## src/rtl/fc_pkg.sv

```systemverilog
// -----------------------------------------------------------------------------
// fc_pkg
// Shared definitions for the fully-connected layer address sequencer:
//   - fc_state_e   : sequencer FSM states (IDLE, RUN)
//   - FC_IN_DEPTH  : default number of input features per neuron
//   - FC_HOLD      : default enabled cycles per input address
//   - FC_OUT_DEPTH : default number of output neurons per layer
//   - fc_width()   : counter width for a given depth, never below 1 bit
// -----------------------------------------------------------------------------
package fc_pkg;

  typedef enum logic {
    IDLE = 1'b0,
    RUN  = 1'b1
  } fc_state_e;

  localparam int FC_IN_DEPTH  = 10;
  localparam int FC_HOLD      = 28;
  localparam int FC_OUT_DEPTH = 4;

  // A depth of 1 still needs a 1-bit register to keep port widths legal.
  function automatic int fc_width(input int depth);
    return (depth > 1) ? $clog2(depth) : 1;
  endfunction

endpackage

```

## src/rtl/fc_wrap_cnt.sv

```systemverilog
// -----------------------------------------------------------------------------
// fc_wrap_cnt
// Modulo-MODULUS up counter used as one stage of the sequencer cascade.
// Ports:
//   clk    in   clock, rising edge
//   reset  in   asynchronous active-low reset, clears the count
//   clr_i  in   synchronous clear, wins over en_i
//   en_i   in   advance by one, wrapping MODULUS-1 -> 0
//   cnt_o  out  current count (W bits)
//   tc_o   out  terminal-count flag, high while cnt_o == MODULUS-1
// -----------------------------------------------------------------------------
module fc_wrap_cnt
  import fc_pkg::*;
#(
  parameter int MODULUS = 2,
  parameter int W       = fc_width(MODULUS)
) (
  input  logic         clk,
  input  logic         reset,
  input  logic         clr_i,
  input  logic         en_i,
  output logic [W-1:0] cnt_o,
  output logic         tc_o
);

  localparam logic [W-1:0] LAST = W'(MODULUS - 1);

  logic [W-1:0] cnt_q;
  logic [W-1:0] cnt_d;

  // Next count: clear first, then wrap-or-increment when enabled.
  always_comb begin
    cnt_d = cnt_q;
    if (clr_i) begin
      cnt_d = '0;
    end else if (en_i) begin
      cnt_d = (cnt_q == LAST) ? '0 : cnt_q + W'(1);
    end
  end

  // Count register.
  always_ff @(posedge clk or negedge reset) begin
    if (!reset) begin
      cnt_q <= '0;
    end else begin
      cnt_q <= cnt_d;
    end
  end

  assign cnt_o = cnt_q;
  assign tc_o  = (cnt_q == LAST);

endmodule

```

## src/rtl/fc_addr_seq.sv

```systemverilog
// -----------------------------------------------------------------------------
// fc_addr_seq
// Address/timing sequencer for the fully-connected layer. Holds each input
// feature address for HOLD_CYCLES enabled cycles, steps through IN_DEPTH
// inputs per output neuron and OUT_DEPTH neurons per layer.
// Ports:
//   clk         in   clock, rising edge
//   reset       in   asynchronous active-low reset
//   start       in   launch request, only looked at in IDLE
//   fully_en    in   advance enable; low freezes all counters
//   abort       in   (FC_SEQ_ABORT_EN builds only) drop the layer, back to IDLE
//   in_addr     out  input-feature address, one cycle behind the counter
//   out_addr    out  output-neuron address, aligned with in_addr
//   acc_clr     out  one-cycle pulse after the last cycle of each hold window
//   layer_done  out  one-cycle pulse after the final window of the layer
//   busy        out  high while the FSM is in RUN
// Build option:
//   FC_SEQ_ABORT_EN  adds the abort input; without it only reset ends a layer.
// -----------------------------------------------------------------------------
module fc_addr_seq
  import fc_pkg::*;
#(
  parameter int IN_DEPTH    = FC_IN_DEPTH,
  parameter int HOLD_CYCLES = FC_HOLD,
  parameter int OUT_DEPTH   = FC_OUT_DEPTH,
  parameter int CONTINUOUS  = 0,
  parameter int IN_AW       = fc_width(IN_DEPTH),
  parameter int OUT_AW      = fc_width(OUT_DEPTH)
) (
  input  logic              clk,
  input  logic              reset,
  input  logic              start,
  input  logic              fully_en,
`ifdef FC_SEQ_ABORT_EN
  input  logic              abort,
`endif
  output logic [IN_AW-1:0]  in_addr,
  output logic [OUT_AW-1:0] out_addr,
  output logic              acc_clr,
  output logic              layer_done,
  output logic              busy
);

  localparam int HOLD_W = fc_width(HOLD_CYCLES);

  fc_state_e         state_q;
  logic              busy_q;
  logic              acc_clr_q;
  logic              layer_done_q;
  logic [IN_AW-1:0]  in_addr_q;
  logic [OUT_AW-1:0] out_addr_q;

  logic [HOLD_W-1:0] hold_cnt;
  logic [IN_AW-1:0]  in_cnt;
  logic [OUT_AW-1:0] out_cnt;
  logic              hold_tc;
  logic              in_tc;
  logic              out_tc;
  logic              hold_cnt_unused;

  logic              abort_w;
  logic              run_w;
  logic              clr_w;
  logic              hold_en;
  logic              in_en;
  logic              out_en;

`ifdef FC_SEQ_ABORT_EN
  assign abort_w = abort;
`else
  assign abort_w = 1'b0;
`endif

  // Abort outranks fully_en, so it both clears and blocks the cascade.
  assign run_w   = (state_q == RUN);
  assign clr_w   = run_w & abort_w;
  assign hold_en = run_w & fully_en & ~abort_w;
  assign in_en   = hold_en & hold_tc;
  assign out_en  = in_en & in_tc;

  // The hold count is only consumed through its terminal flag.
  assign hold_cnt_unused = ^hold_cnt;

  fc_wrap_cnt #(
    .MODULUS (HOLD_CYCLES),
    .W       (HOLD_W)
  ) u_hold_cnt (
    .clk   (clk),
    .reset (reset),
    .clr_i (clr_w),
    .en_i  (hold_en),
    .cnt_o (hold_cnt),
    .tc_o  (hold_tc)
  );

  fc_wrap_cnt #(
    .MODULUS (IN_DEPTH),
    .W       (IN_AW)
  ) u_in_cnt (
    .clk   (clk),
    .reset (reset),
    .clr_i (clr_w),
    .en_i  (in_en),
    .cnt_o (in_cnt),
    .tc_o  (in_tc)
  );

  fc_wrap_cnt #(
    .MODULUS (OUT_DEPTH),
    .W       (OUT_AW)
  ) u_out_cnt (
    .clk   (clk),
    .reset (reset),
    .clr_i (clr_w),
    .en_i  (out_en),
    .cnt_o (out_cnt),
    .tc_o  (out_tc)
  );

  // FSM with registered outputs. At the final window all three counters wrap
  // to zero on their own, so returning to IDLE needs no extra clear.
  always_ff @(posedge clk or negedge reset) begin
    if (!reset) begin
      state_q      <= IDLE;
      busy_q       <= 1'b0;
      acc_clr_q    <= 1'b0;
      layer_done_q <= 1'b0;
      in_addr_q    <= '0;
      out_addr_q   <= '0;
    end else begin
      in_addr_q    <= in_cnt;
      out_addr_q   <= out_cnt;
      acc_clr_q    <= 1'b0;
      layer_done_q <= 1'b0;
      case (state_q)
        IDLE: begin
          if (start) begin
            state_q <= RUN;
            busy_q  <= 1'b1;
          end
        end
        RUN: begin
          if (abort_w) begin
            state_q <= IDLE;
            busy_q  <= 1'b0;
          end else if (fully_en && hold_tc) begin
            acc_clr_q <= 1'b1;
            if (in_tc && out_tc) begin
              layer_done_q <= 1'b1;
              if (CONTINUOUS == 0) begin
                state_q <= IDLE;
                busy_q  <= 1'b0;
              end
            end
          end
        end
        default: begin
          state_q <= IDLE;
          busy_q  <= 1'b0;
        end
      endcase
    end
  end

  assign in_addr    = in_addr_q;
  assign out_addr   = out_addr_q;
  assign acc_clr    = acc_clr_q;
  assign layer_done = layer_done_q;
  assign busy       = busy_q;

endmodule
```

## config.mk

```make
export PLATFORM = sky130hd
export DESIGN_NAME = fc_addr_seq
export DESIGN_NICKNAME = d
export VERILOG_FILES = /design/src/rtl/fc_pkg.sv /design/src/rtl/fc_wrap_cnt.sv /design/src/rtl/fc_addr_seq.sv
export SDC_FILE = /design/constraint.sdc
export NUM_CORES = 1
export LEC_CHECK = 0
export BUFFER_PORTS_ARGS = -buffer_cell sky130_fd_sc_hd__clkbuf_2
export CORE_UTILIZATION = 50
export DETAILED_ROUTE_END_ITERATION = 12
export GPL_ROUTABILITY_DRIVEN = 0
export PLACE_DENSITY = 0.72
export SLEW_MARGIN = 20
export SYNTH_ARGS = -nofsm -noshare
export SYNTH_HDL_FRONTEND = slang
export SYNTH_SLANG_ARGS = --single-unit
```

## constraint.sdc

```tcl
create_clock -name clk -period 1.8 [get_ports clk]
set_clock_uncertainty 0.15 [all_clocks]
set_input_delay 0.36 -clock clk [delete_from_list [all_inputs] [get_ports clk]]
set_output_delay 0.36 -clock clk [all_outputs]
set_load 0.005 [all_outputs]
```

# Yosys cells after proc, flatten, opt, wreduce, memory -nomap -nowiden

Cells that the tools add are included.

Add/subtract/negate cells: 3
$mul: 0
Divide/modulo/power cells: 0
Order comparisons: 0
Equal/unequal tests: 6
Shifts and indexed selects: 0
Mux-type cells: 16
Bitwise gates (word level): 4
Reduce and logical (&&, ||, !) cells: 3

Operators by type and width:

| cell                                           | number |
|---|---|
| two-way mux 1 bit                              | 11 |
| adder 5 x 1 -> 5 bit (second input constant)   | 1 |
| equality test 5 bit (second input constant)    | 1 |
| two-way mux 5 bit                              | 1 |
| adder 4 x 1 -> 4 bit (second input constant)   | 1 |
| equality test 4 bit (second input constant)    | 1 |
| two-way mux 4 bit                              | 1 |
| != test 2 x 1 -> 1 bit (second input constant) | 2 |
| one-hot mux 1 bit (2 select lines)             | 2 |
| bitwise AND 1 bit                              | 3 |
| AND reduction 3 bit                            | 1 |
| adder 2 x 1 -> 2 bit (second input constant)   | 1 |
| equality test 2 bit (second input constant)    | 1 |
| logical AND 1 bit                              | 2 |
| two-way mux 2 bit                              | 1 |
| != test 2 bit (second input constant)          | 1 |
| inverter 1 bit                                 | 1 |

Bits in registers: 21
Bits in latches: 0
Bits in writable memories: 0
Bits in read-only memories: 0
Input bits: 4
Output and inout bits: 9
Word-level logic and storage cells: 41
Memories kept: 0

# Longest topological paths before layout

Gate-level depths: netlist (run 1).

Depth after elaboration: 5
Gate-level depth with buffers: 5
Depth with buffers taken out: 4

# By module

Synthesis (run 1) repeated with hierarchy kept, for this count alone.

Cell total of the unflattened synthesis: 80
Area, all modules: 912.1 um2

By module, submodules not included:

| module                   | instances | cells an instance | area each (um2) | sequential area each (um2) |
|---|---|---|---|---|
| fc_addr_seq              | 1         | 22                | 320.3           | 250.2 |
| fc_wrap_cnt (u_hold_cnt) | 1         | 26                | 260.2           | 125.1 |
| fc_wrap_cnt (u_in_cnt)   | 1         | 24                | 231.5           | 100.1 |
| fc_wrap_cnt (u_out_cnt)  | 1         | 8                 | 100.1           | 50.0 |

# Worst setup path after synthesis (run 1)

No wires, ideal clock.

Path kind: reg-to-reg
Start point: register u_hold_cnt.cnt_q[0] (netlist: u_hold_cnt.cnt_o[0])
End point: register u_in_cnt.cnt_q[1] (netlist: u_in_cnt.cnt_o[1])
Setup time: 0.125 ns
Arrival time: 1.358 ns
Data required time: 1.525 ns
Setup slack: 0.167 ns
Cell stages (with the launch flop): 6
Buffers on the path: 1
Clock period less this slack: 1.633 ns
Path through: dfrtp_1 > ha_1 > and4_1 > buf_4 > and3_2 > mux2_4

Longest elaborated chain between the ends: 2

RTL lines:

| what                   | RTL line          | text |
|---|---|---|
| from (decl)            | fc_wrap_cnt.sv:28 | `logic [W-1:0] cnt_q;` |
| from (signal assigned) | fc_wrap_cnt.sv:46 | `cnt_q <= cnt_d;` |
| equality test 5 bit    | fc_wrap_cnt.sv:51 | `assign tc_o = (cnt_q == LAST);` |
| bitwise AND 1 bit      | fc_addr_seq.sv:78 | `assign in_en = hold_en & hold_tc;` |
| to (signal assigned)   | fc_wrap_cnt.sv:46 |  |
| to (decl)              | fc_wrap_cnt.sv:28 |  |

Every way passes these cells.
A chain may end at the register's enable or synchronous reset.

# Worst setup path after layout (run 1)

Start point: register u_hold_cnt.cnt_q[0] (netlist: u_hold_cnt.cnt_o[0])
End point: register u_out_cnt.cnt_q[1] (netlist: u_out_cnt.cnt_o[1])

Longest elaborated chain between the ends: 3

RTL lines:

| what                 | RTL line          | text |
|---|---|---|
| equality test 5 bit  | fc_wrap_cnt.sv:51 |  |
| bitwise AND 1 bit    | fc_addr_seq.sv:78 |  |
| bitwise AND 1 bit    | fc_addr_seq.sv:79 | `assign out_en = in_en & in_tc;` |
| to (signal assigned) | fc_wrap_cnt.sv:46 |  |
| to (decl)            | fc_wrap_cnt.sv:28 |  |

Every way passes these cells.

==> impl_metrics.toml, run 1 <==
[grt]
antenna_found_initial = 0
grt_util_all_layers = 0.163
grt_pass1_wl_mm = 2.23
grt_max_degree = 22
grt_pass1_vias = 505
overflow = 0

[synthesis]
synth_cell_types = 27
ys_seq_elements = 21
netlist_instances = 68
synthesis.nets = 74
synth_most_common_cell = "dfrtp_1"
synth_area_leader_cell = "dfrtp_1"
synth_area_leaders = "dfrtp_1 62%, mux2_4 5.3%, ha_1 2.9%"
synth_top_area_frac = 0.616
synth_edf_count = 0
synth_top_flop_cell = "dfrtp_1"
syn_area_um2 = 853
synthTopCellsByCount = "21 x dfrtp_1, 5 x nand2_1, 4 x a21oi_1, 4 x o21ai_0"
avgSynthCellArea_um2 = 12.5
ys_seq_area_frac = 0.616
ys_warn_count = 0
async_flop_share = 1.00

[timing]
slew_viol_final = 0
fin_crit_sh = 0.956
worst_slack_ns = 0.0791
rsz0062_at_grt = "no"
worstMarginPinSlew_ns = 0.506
setup-violations-final = 0
final.setup.tns_ns = 0
min_period_ns = 1.72
finalHoldViolCount = 0
max_slew_margin = 0.662
max_freq_mhz = 581

[placed_design]
dpl.hpwl_um = 932
port_buffers = 12
dp_slack_ns = 0.0632

[routing]
via_per_inst = 5.40
first_pass_iters = 3
wl_per_cell_um = 12.7
ant_nets = 0
dr.first_iter.drc_count = 4
wl_mm = 1.30
num_vias = 551
route.detailed.drc = 0

[power]
power.leakage_uw = 0.000515
seq_power_share = 0.607
p_comb_frac = 0.187
ir_drop_v = 0.000605
finalPower_uw = 1040
p_sw_uw = 304
netSwitchingFraction = 0.291
power.density_nw_per_um2 = 1070
p_int_uw = 740
p_clk_frac = 0.206

[min_path]
min_path_type = "input port to flop"

[setup_path]
slowest_stage = "dfrtp_1"
critPathMaxFanout = 8
criticalPathCategory = "flop to flop"
critPathLaunchType = "flop"
critical_path_required_ns = 1.84
path_cells = "ha_1 > and4_2 > and4_4 > mux2_4"
endpoint_kind = "flop"
worstPathArrival_ns = 1.76
critPathMaxStageDelay_ns = 0.40

[clock_tree]
cts.sinks = 21
htreeDepth = 1
clock_path_buffers = 2
clock_latency_ns = 0.29
path_clk_slew_ns = 0.11
root_buffer = "clkbuf_4"
tritoncts = "built"
postCtsSetupBuffers = 0
cts_made_buffers = 3

[final_layout]
layout-area-overhead-vs-synth_pct = 14.7
final_nets = 93
diodes = 0
fillCellCount = 138
drive_gt1_frac = 0.302

[run_status]
status = "complete, no violations"

[die]
fp.dieW_um = 43.3
dieArea_um2 = 1880
core-area_um2 = 1540
die_height_um = 43.3
rows = 14
io_pins = 13
start_util = 0.554

[job]
drv_cap = 0
[through the flow]
step,hold slack (ns),cells,util,area (um^2)
floorplan,-0.0856,68,-,853
global placement,0.188,97,0.610,941
detailed placement,0.200,97,0.610,941
CTS,0.149,102,0.634,977
global route,0.198,102,0.635,978
finish,0.160,102,0.635,978
[flip-flops by register name, summed over array words and instances, names as in the netlist]
| signal | flops |
|---|---|
| busy | 1 |
| in_addr | 4 |
| layer_done | 1 |
| u_hold_cnt.cnt_o | 5 |
| u_out_cnt.cnt_o | 2 |
| out_addr | 2 |
| u_in_cnt.cnt_o | 4 |
| acc_clr | 1 |
| run_w | 1 |
[worst max-delay path, delay by kind of cell, from the launching register on]
family,cells,cell delay [ns]
AND/OR/NAND/NOR,2,0.58
adder cells (fa/ha/maj),1,0.20
multiplexers,1,0.30
flip-flops,1,0.40
[placed cells by master (no fill, tap or decap), drive strengths merged, types with 2 or more instances in the layout]
cell,synthesis,final
inv,3,3
nor2b,2,2
nand2,5,5
and4,2,2
mux2,3,3
buf,1,2
and3,3,3
a21oi,4,4
dfrtp,21,21
clkbuf,0,16
nand3,3,3
ha,2,2
nor2,3,3
o21ai,4,4
[cell type report]
class	instances	area, um^2	share of cell area
flip-flops and latches	21	526	0.537
multi-input cells	43	310	0.317
repair buffers	15	85.1	0.0870
clock buffers	4	26.3	0.0269
well taps	16	20.0	0.0205
inverters	3	11.3	0.0115
[logic make-up after synthesis]
kind of cell | share of synthesized area
XOR/XNOR | 0.0205
multiplexers | 0.0645
AND/OR/NAND/NOR | 0.167
buffers and inverters | 0.0220
flip-flops | 0.616
adder cells (fa/ha/maj) | 0.0293
AO/OA/AOI/OAI | 0.0806
[power groups by stage]
stage               Clock, uW  Combinational (uW)  Sequential, uW
global placement            0                 186             638
CTS                       226                 197             634
finish                    215                 195             634
global route              242                 222             648
floorplan                   0                 122             633
detailed placement          0                 194             643
[metal layers]
layer	share of wire	GRT usage
met4	0.0069	0.0909
met1	0.49	0.218
met2	0.48	0.254
met3	0.025	0.0255
met5	0	0
[worst paths after layout]
kind	end	from	depth (start not counted)	slack, ns
max in group asynchronous	in_addr[1]	reset	2	0.76
hold / removal	run_w	start	3	0.16
hold reg to reg	out_addr[1]	u_out_cnt.cnt_o[1]	0	0.28
setup / recovery	u_out_cnt.cnt_o[1]	u_hold_cnt.cnt_o[0]	4	0.08
setup reg to reg	u_out_cnt.cnt_o[1]	u_hold_cnt.cnt_o[0]	4	0.08
min in group asynchronous	in_addr[2]	reset	2	0.40
[timing repair]
item / CTS / global route
endpoints found under the hold margin: 21 / 0
hold buffers: 1 / 0
endpoints found under the setup margin: 0 / 2
gates resized for setup: 0 / 1
Power figures use the tool's default switching activity.
==> inputs of run 2 (changes only) <==
BUFFER_PORTS_ARGS = -buffer_cell sky130_fd_sc_hd__buf_4   (was -buffer_cell sky130_fd_sc_hd__clkbuf_2)
==> impl_metrics.toml, run 2 (synthesis results as in run 1) <==
[routing]
num_vias = 558
first_pass_iters = 4
wl_mm = 1.22
wl_per_cell_um = 12.1
dr.first_iter.drc_count = 8
ant_nets = 0
route.detailed.drc = 0
via_per_inst = 5.52

[setup_path]
criticalPathCategory = "flop to flop"
critPathLaunchType = "flop"
cp_top_family = "simple AND/OR/NAND/NOR gates"
critPathMaxFanout = 8
cp_num_buf_inv = 0
path_cells = "ha_1 > and4_2 > and4_4 > mux2_4"
endpoint_kind = "flop"
slowest_stage = "dfrtp_1"
critical_path_required_ns = 1.84
worstPathArrival_ns = 1.75
critPathMaxStageDelay_ns = 0.40

[final_layout]
drive_gt1_frac = 0.294
final_cell_mix = "21 x dfrtp_1, 13 x buf_4, 5 x nand2_1"
largest_reg_flops = 5
layout-area-overhead-vs-synth_pct = 17.3
fin_area_um2 = 1000
fin_cells = 101
seq_area_um2 = 526
fillCellCount = 130
final_common_cell = "dfrtp_1"
diodes = 0
multi_input_area_um2 = 310
final_nets = 92

[job]
drv_cap = 0

[timing]
slew_viol_final = 0
worstMarginPinSlew_ns = 0.260
max_freq_mhz = 585
max_slew_margin = 0.826
worst_slack_ns = 0.0915
setup-violations-final = 0
rsz0062_at_grt = "no"
final.setup.tns_ns = 0
finalHoldViolCount = 0
fin_crit_sh = 0.949
min_period_ns = 1.71

[die]
dieArea_um2 = 1880
start_util = 0.554
fp.dieW_um = 43.3
die_height_um = 43.3
rows = 14
io_pins = 13
core-area_um2 = 1540

[grt]
grt_util_all_layers = 0.161
grt_pass1_wl_mm = 2.11
grt_pass1_vias = 540
grt_max_degree = 22
antenna_found_initial = 0
overflow = 0

[placed_design]
dpl.hpwl_um = 919
place_area_um2 = 963
dpl.cell_count = 96
port_buffers = 12
dp_slack_ns = 0.0794

[min_path]
min_path_type = "input port to flop"

[power]
power.leakage_uw = 0.000519
ir_drop_v = 0.000541
power.density_nw_per_um2 = 1040

[clock_tree]
root_buffer = "clkbuf_4"
tritoncts = "built"
clock_latency_ns = 0.29
clock_path_buffers = 2
cts_made_buffers = 3
path_clk_slew_ns = 0.10
htreeDepth = 1
cts.sinks = 21

[run_status]
status = "complete, no violations"
==> run 2: layout make-up <==
type	instances	share of cell area
tap	16	0.0200
timing repair buffer	14	0.107
clock buffer	4	0.0263
multi-input combinational	43	0.310
inverter	3	0.0113
sequential	21	0.525
==> run 2: per-layer routing <==
layer  global-route usage  part of all wire  vias up
met3               0.0255             0.034        4
met4                0.127             0.025        0
li1                     -                 -      276
met2                0.266              0.49       11
met1                0.183              0.45      267
met5                    0                 0        -
==> run 2: path summary, 6_finish.rpt <==
check / slack, ns / startpoint / to / depth (start not counted)
min in group asynchronous: 0.32 / reset / u_hold_cnt.cnt_o[4] / 2
hold reg to reg: 0.28 / u_out_cnt.cnt_o[1] / out_addr[1] / 0
hold / removal: 0.18 / start / run_w / 3
setup reg to reg: 0.09 / u_hold_cnt.cnt_o[0] / u_out_cnt.cnt_o[1] / 4
setup / recovery: 0.09 / u_hold_cnt.cnt_o[0] / u_out_cnt.cnt_o[1] / 4
max in group asynchronous: 0.98 / reset / u_in_cnt.cnt_o[3] / 2
==> run 2: power by group <==
part / switching [uW] / total (uW) / internal [uW] / leakage, uW
Combinational: 86.7 / 188 / 101 / 0.000229
Clock: 125 / 212 / 86.3 / 0.0000150
Sequential: 81.3 / 639 / 557 / 0.000275
==> run 2: timing repair <==
action	4_1_cts	5_1_grt
hold endpoints to repair	21	0
buffers inserted	0	0
resized for setup	0	1
hold buffers	1	0
setup endpoints to repair	0	2
==> run 2: stage by stage <==
step,utilization,power [uW],hold slack [ns]
after floorplan,-,755,-0.0856
after global placement,0.625,827,0.0980
after detailed placement,0.625,840,0.0988
after CTS,0.649,1050,0.174
after global routing,0.649,1110,0.208
final,0.649,1040,0.180
==> run 2: worst min-delay path, delay by kind of cell <==
kind            cells  cell delay [ns]
compound gates      1             0.05
buf+inv             1             0.11
simple gates        1             0.07
